File: src/rtl/display_ctrl.sv
// Display source scheduler for the stopwatch's 4-digit seven-segment display.
// Chooses between the live stopwatch value, a held lap capture, and the value
// being edited in adjust mode. The edited field blinks. Every output is a
// register loaded from next-state values, so a transition is visible on the
// same edge that samples its cause.
module display_ctrl #(
   parameter int HOLD_TICKS = 1000,  // cycles a lap value stays on the display
   parameter int BLINK_HALF = 250    // half-period of the adjust blink
) (
   input  logic       clk_500Hz,
   input  logic       rst,
   input  logic [5:0] run_min,
   input  logic [5:0] run_sec,
   input  logic       lap_req,
   input  logic       adj_mode,
   input  logic       adj_sel,
   input  logic [5:0] adj_min,
   input  logic [5:0] adj_sec,
   output logic [5:0] disp_min,
   output logic [5:0] disp_sec,
   output logic [3:0] disp_blank,
   output logic [1:0] mode
);

   typedef enum logic [1:0] {
      RUN    = 2'b00,
      LAP    = 2'b01,
      ADJUST = 2'b10
   } state_t;

   localparam int HW = (HOLD_TICKS > 1) ? $clog2(HOLD_TICKS) : 1;
   localparam int BW = (BLINK_HALF > 1) ? $clog2(BLINK_HALF) : 1;
   localparam logic [HW-1:0] HOLD_LAST  = HW'(HOLD_TICKS - 1);
   localparam logic [BW-1:0] BLINK_LAST = BW'(BLINK_HALF - 1);

   state_t        state, state_nx;
   logic [5:0]    lap_min, lap_min_nx;
   logic [5:0]    lap_sec, lap_sec_nx;
   logic [HW-1:0] hold_cnt, hold_nx;
   logic [BW-1:0] blink_cnt, blink_cnt_nx;
   logic          blink_ph, blink_ph_nx;
   logic          sel_q;
   logic [5:0]    src_min, src_sec;
   logic [3:0]    blank_nx;

   // Values above 59 cannot be shown as minutes/seconds; saturate them.
   function automatic logic [5:0] clamp59(input logic [5:0] v);
      return (v > 6'd59) ? 6'd59 : v;
   endfunction

   // Next-state, lap capture, counters and next output values.
   always_comb begin
      // NOTE: every signal gets a default before the case so no path can leave
      // one unassigned, which would otherwise infer a latch.
      state_nx     = state;
      lap_min_nx   = lap_min;
      lap_sec_nx   = lap_sec;
      hold_nx      = '0;
      blink_cnt_nx = '0;
      blink_ph_nx  = 1'b0;
      src_min      = run_min;
      src_sec      = run_sec;
      blank_nx     = 4'b0000;

      unique case (state)
         RUN: begin
            if (adj_mode) begin
               state_nx = ADJUST;
            end else if (lap_req) begin
               state_nx   = LAP;
               lap_min_nx = run_min;
               lap_sec_nx = run_sec;
               hold_nx    = HOLD_LAST;
            end
         end
         LAP: begin
            if (adj_mode) begin
               state_nx = ADJUST;
            end else if (lap_req) begin
               lap_min_nx = run_min;
               lap_sec_nx = run_sec;
               hold_nx    = HOLD_LAST;
            end else if (hold_cnt == '0) begin
               state_nx = RUN;
            end else begin
               hold_nx = hold_cnt - 1'b1;
            end
         end
         ADJUST: begin
            if (!adj_mode) state_nx = RUN;
         end
         default: state_nx = RUN;
      endcase

      // Output source follows the state being entered.
      unique case (state_nx)
         LAP: begin
            src_min = lap_min_nx;
            src_sec = lap_sec_nx;
         end
         ADJUST: begin
            src_min = adj_min;
            src_sec = adj_sec;
            // Entry and a field change both restart the visible half-period.
            if (state == ADJUST && adj_sel == sel_q) begin
               if (blink_cnt == BLINK_LAST) begin
                  blink_cnt_nx = '0;
                  blink_ph_nx  = ~blink_ph;
               end else begin
                  blink_cnt_nx = blink_cnt + 1'b1;
                  blink_ph_nx  = blink_ph;
               end
            end
            if (blink_ph_nx) blank_nx = adj_sel ? 4'b1100 : 4'b0011;
         end
         default: ;
      endcase
   end

   // State, counters and registered outputs; synchronous reset wins over all.
   always_ff @(posedge clk_500Hz) begin
      // NOTE: sequential state uses non-blocking assignments so every register
      // samples the pre-edge values regardless of statement order.
      if (rst) begin
         state      <= RUN;
         lap_min    <= '0;
         lap_sec    <= '0;
         hold_cnt   <= '0;
         blink_cnt  <= '0;
         blink_ph   <= 1'b0;
         sel_q      <= 1'b0;
         disp_min   <= '0;
         disp_sec   <= '0;
         disp_blank <= 4'b0000;
      end else begin
         state      <= state_nx;
         lap_min    <= lap_min_nx;
         lap_sec    <= lap_sec_nx;
         hold_cnt   <= hold_nx;
         blink_cnt  <= blink_cnt_nx;
         blink_ph   <= blink_ph_nx;
         sel_q      <= adj_sel;
         disp_min   <= clamp59(src_min);
         disp_sec   <= clamp59(src_sec);
         disp_blank <= blank_nx;
      end
   end

   assign mode = state;

endmodule

File: config.mk
export PLATFORM = sky130hd
export DESIGN_NAME = display_ctrl
export DESIGN_NICKNAME = d
export VERILOG_FILES = /design/src/rtl/display_ctrl.sv
export SDC_FILE = /design/constraint.sdc
export NUM_CORES = 1
export LEC_CHECK = 0
export ABC_AREA = 1
export ABC_CLOCK_PERIOD_IN_PS = 4600
export BUFFER_PORTS_ARGS = -buffer_cell sky130_fd_sc_hd__buf_2
export CAP_MARGIN = 5
export CELL_PAD_IN_SITES_DETAIL_PLACEMENT = 1
export CELL_PAD_IN_SITES_GLOBAL_PLACEMENT = 1
export CORE_MARGIN = 2
export CORE_UTILIZATION = 41
export DETAILED_ROUTE_END_ITERATION = 10
export PLACE_DENSITY = 0.88
export SYNTH_ARGS = -nofsm -noshare
export SYNTH_HDL_FRONTEND = slang
export SYNTH_SLANG_ARGS = --single-unit
File: constraint.sdc
create_clock -name clk_500Hz -period 4.6 [get_ports clk_500Hz]
set_input_delay 0.92 -clock clk_500Hz [delete_from_list [all_inputs] [get_ports clk_500Hz]]
set_output_delay 0.92 -clock clk_500Hz [all_outputs]
set_load 0.01 [all_outputs]
==> impl_results.md <==
- Status: completed
- Most frequent CP cell: nor2_1
- CTS root buffer: clkbuf_8
- Worst path top cell family by delay: simple AND/OR/NAND/NOR gates
- # clock sinks: 48
- Critical path arrival: 2.97 ns
- Row count: 26
- Drt first pass iters: 4
- H-tree levels: 2
- Port Buffers: 46
- Critical path origin: adj_mode
- Post-synth EDFFs: 0
- Async SR Flop Fraction: 0
- Core ar.: 5172 um^2
- Fmax: 0.3692 GHz
- Rel. slew slack: 0.6551
- PwrDens: 359.9 nW/um^2
- Final Max Tran Viols: 0
- Cts bufs inserted: 5
- Crit path capture: blink_cnt[7]
- Unique masters post-synth: 26
- Clk_lat worst skew: 0.31 ns
- RR Endpoint: blink_cnt[7]
- HP Class: reg -> reg
- CP peak stage delay: 0.49 ns
- Top cells by area, synth: dfxtp_1, nand2_1, nor2_1
- CTS Buffer Depth: 2
- Post-Syn Instances: 317
- Seq/Total Area, Yosys: 0.4327
- DR iter-0 viols: 76
- Synth area leader: dfxtp_1
- RSZ-0062 raised after global routing: false
- Post-route cell area: 2591 um^2
- Sequential cell area: 960.9 um^2
- Vias: 2,136
- Max IR drop VDD: 141.0 uV
- Fin crit share: 0.5889
- Largest net degree at the start of global routing: 26
- Post-Route WL: 5.761 mm
- Most common flop cell mapped by yosys: dfxtp_1
- Final Skew: 0.009477 ns
- Routed vias/inst: 4.956
- Leak: 1.336 nW
- Synth cell count leaders: nand2_1, nor2_1, dfxtp_1, inv_1, a21oi_1
- CP endpoint kind: flop
- Antenna violations before repair: 0
- Yosys reg bits: 48
- Worst-path clk slew: 0.08 ns
- Number of hold buffers added after CTS: 0
- Postcts setup bufs: 0
- Critical path depth in cells: 12
- CP Data Required Time: 4.86 ns
- Final worst slack: 1.891 ns
- Post-cts resize count: 0
- Crit start category: input pin
- Die Y: 77.60 um
- Syn Area/Cell: 7.006 um^2
- Layout cell share with drive strength beyond 1: 0.1856
- GP Congestion: 0.7713
- Initial Util: 0.4294
- Vias in the first global route: 2,231
- Buf/Inv on CP: 3
- WL per Instance: 13.37 um
- Setup total negative slack: 0 ns
- # fillers: 706
- Area delta synth->final: 16.68%
- Pre-CTS WS: 1.578 ns
- Crit path kind: in -> reg
- Post-route antenna net violation count: 0
- Syn nets: 352
- Worst R2R Path Depth: 13
- Most common cell in the netlist: nand2_1
- Final Net Count: 395
- Slew @ Worst Pin: 0.5173 ns
- Remaining Overflow, GRT: 0
- Mapped cell area: 2221 um^2
- Pwr Total: 932.7 uW
- First-pass GRT wire length: 9.908 mm
- DIE AREA: 6022 um^2
- # IOs: 47
- DPL Wire Length: 4.269 mm
- Placed Area: 2484 um^2
- Synth Warn #: 0
- Reg2reg start: hold_cnt[0]
- Crit-path cells: buf_2, inv_2, nand3_4, nor2_1, o21ai_1, ha_1, nand4_1, nor2_1, nand2_1, a21oi_1, o21ai_0, inv_1
- Final setup fails: 0
- Multi-input logic area: 1032 um^2
- Period minus WS final: 2.709 ns
- R2R Setup Slk: 2.07 ns
- Share of the synthesized area in the top cell type: 0.4327
- CP max stage cell: ha_1
- Max_cap viols: 0
- Tot GR Track Use: 0.2055
- CP max FO: 17
- ANT cells: 0
- TritonCTS clock tree: built
- Post-route DRC: 0
- Final Hold Fails: 0
- Die X: 77.60 um
## sequential cells by signal, summed over array words and instances, names as in the netlist
| name | cells |
|---|---|
| disp_sec | 6 |
| lap_sec | 6 |
| blink_ph | 1 |
| disp_blank | 2 |
| blink_cnt | 8 |
| sel_q | 1 |
| disp_min | 6 |
| lap_min | 6 |
| mode | 2 |
| hold_cnt | 10 |
## per-stage QoR
stage	hold slack, ns	utilization	std cells
floorplan	0.4334	-	317
global placement	0.4500	0.4802	423
detailed placement	0.4660	0.4802	423
CTS	0.4778	0.5010	431
global route	0.5026	0.5010	431
finish	0.4726	0.5010	431
## how the worst min path moves through the flow
stage,endpoint,from,cells after the start
3_5_place_dp,hold_cnt[0],hold_cnt[0],1
5_1_grt,hold_cnt[0],hold_cnt[0],1
2_1_floorplan,blink_cnt[0],blink_cnt[0],1
3_3_place_gp,blink_cnt[0],blink_cnt[0],1
4_1_cts,hold_cnt[0],hold_cnt[0],1
6_report,hold_cnt[0],hold_cnt[0],1
## logic make-up after synthesis
family | Yosys count | share of synthesized area
AO/OA/AOI/OAI | 41 | 0.09464
buffers and inverters | 56 | 0.1025
AND/OR/NAND/NOR | 161 | 0.3166
adder cells (fa/ha/maj) | 6 | 0.03380
XOR/XNOR | 5 | 0.01972
flip-flops | 48 | 0.4327
## where the power goes
part / switching (mW) / total, mW / internal, mW
registers: 0.00935 / 0.450 / 0.440
clock network: 0.148 / 0.309 / 0.162
logic: 0.112 / 0.174 / 0.0619
total: 0.269 / 0.933 / 0.664
## worst register-to-register path, stage by stage, from the launching register on
cell and delay [ns]:
dfxtp_1 0.33, inv_1 0.08, ha_1 0.15, nand2_1 0.06
nor3_1 0.24, nand4_1 0.12, o21ai_1 0.14, ha_1 0.49
nand4_1 0.16, nor2_1 0.17, nand2_1 0.20, a21oi_1 0.19
o21ai_0 0.11, inv_1 0.06
## metal layers
layer,vias up,part of all wire,wire length (um),global-route usage
met5,-,0,0,0
met4,0,0.025,146,0.08750
met3,14,0.037,214,0.05116
met2,48,0.50,2890,0.3509
met1,1006,0.44,2509,0.2438
li1,1068,-,-,-
## layout by cell type, fill, tap and decap left out, types with 3 or more instances in the layout
master     n
ha_1       6
nand3_1   21
clkbuf_8   5
nor3_1     6
buf_2     46
o21ai_0   10
o22ai_1    4
inv_1     43
a21oi_1   26
dfxtp_1   48
nand2_1   67
nor2_1    53
nand4_1    3
inv_2      3
xor2_1     4
## layout make-up
type,count,area share
Multi-Input combinational cell,213,0.3984
Sequential cell,48,0.3708
Timing Repair Buffer,46,0.08885
Clock inverter,2,0.01352
Inverter,46,0.06663
Clock buffer,6,0.02801
Tap cell,70,0.03380
No activity file was read; power rests on OpenSTA's default activity.
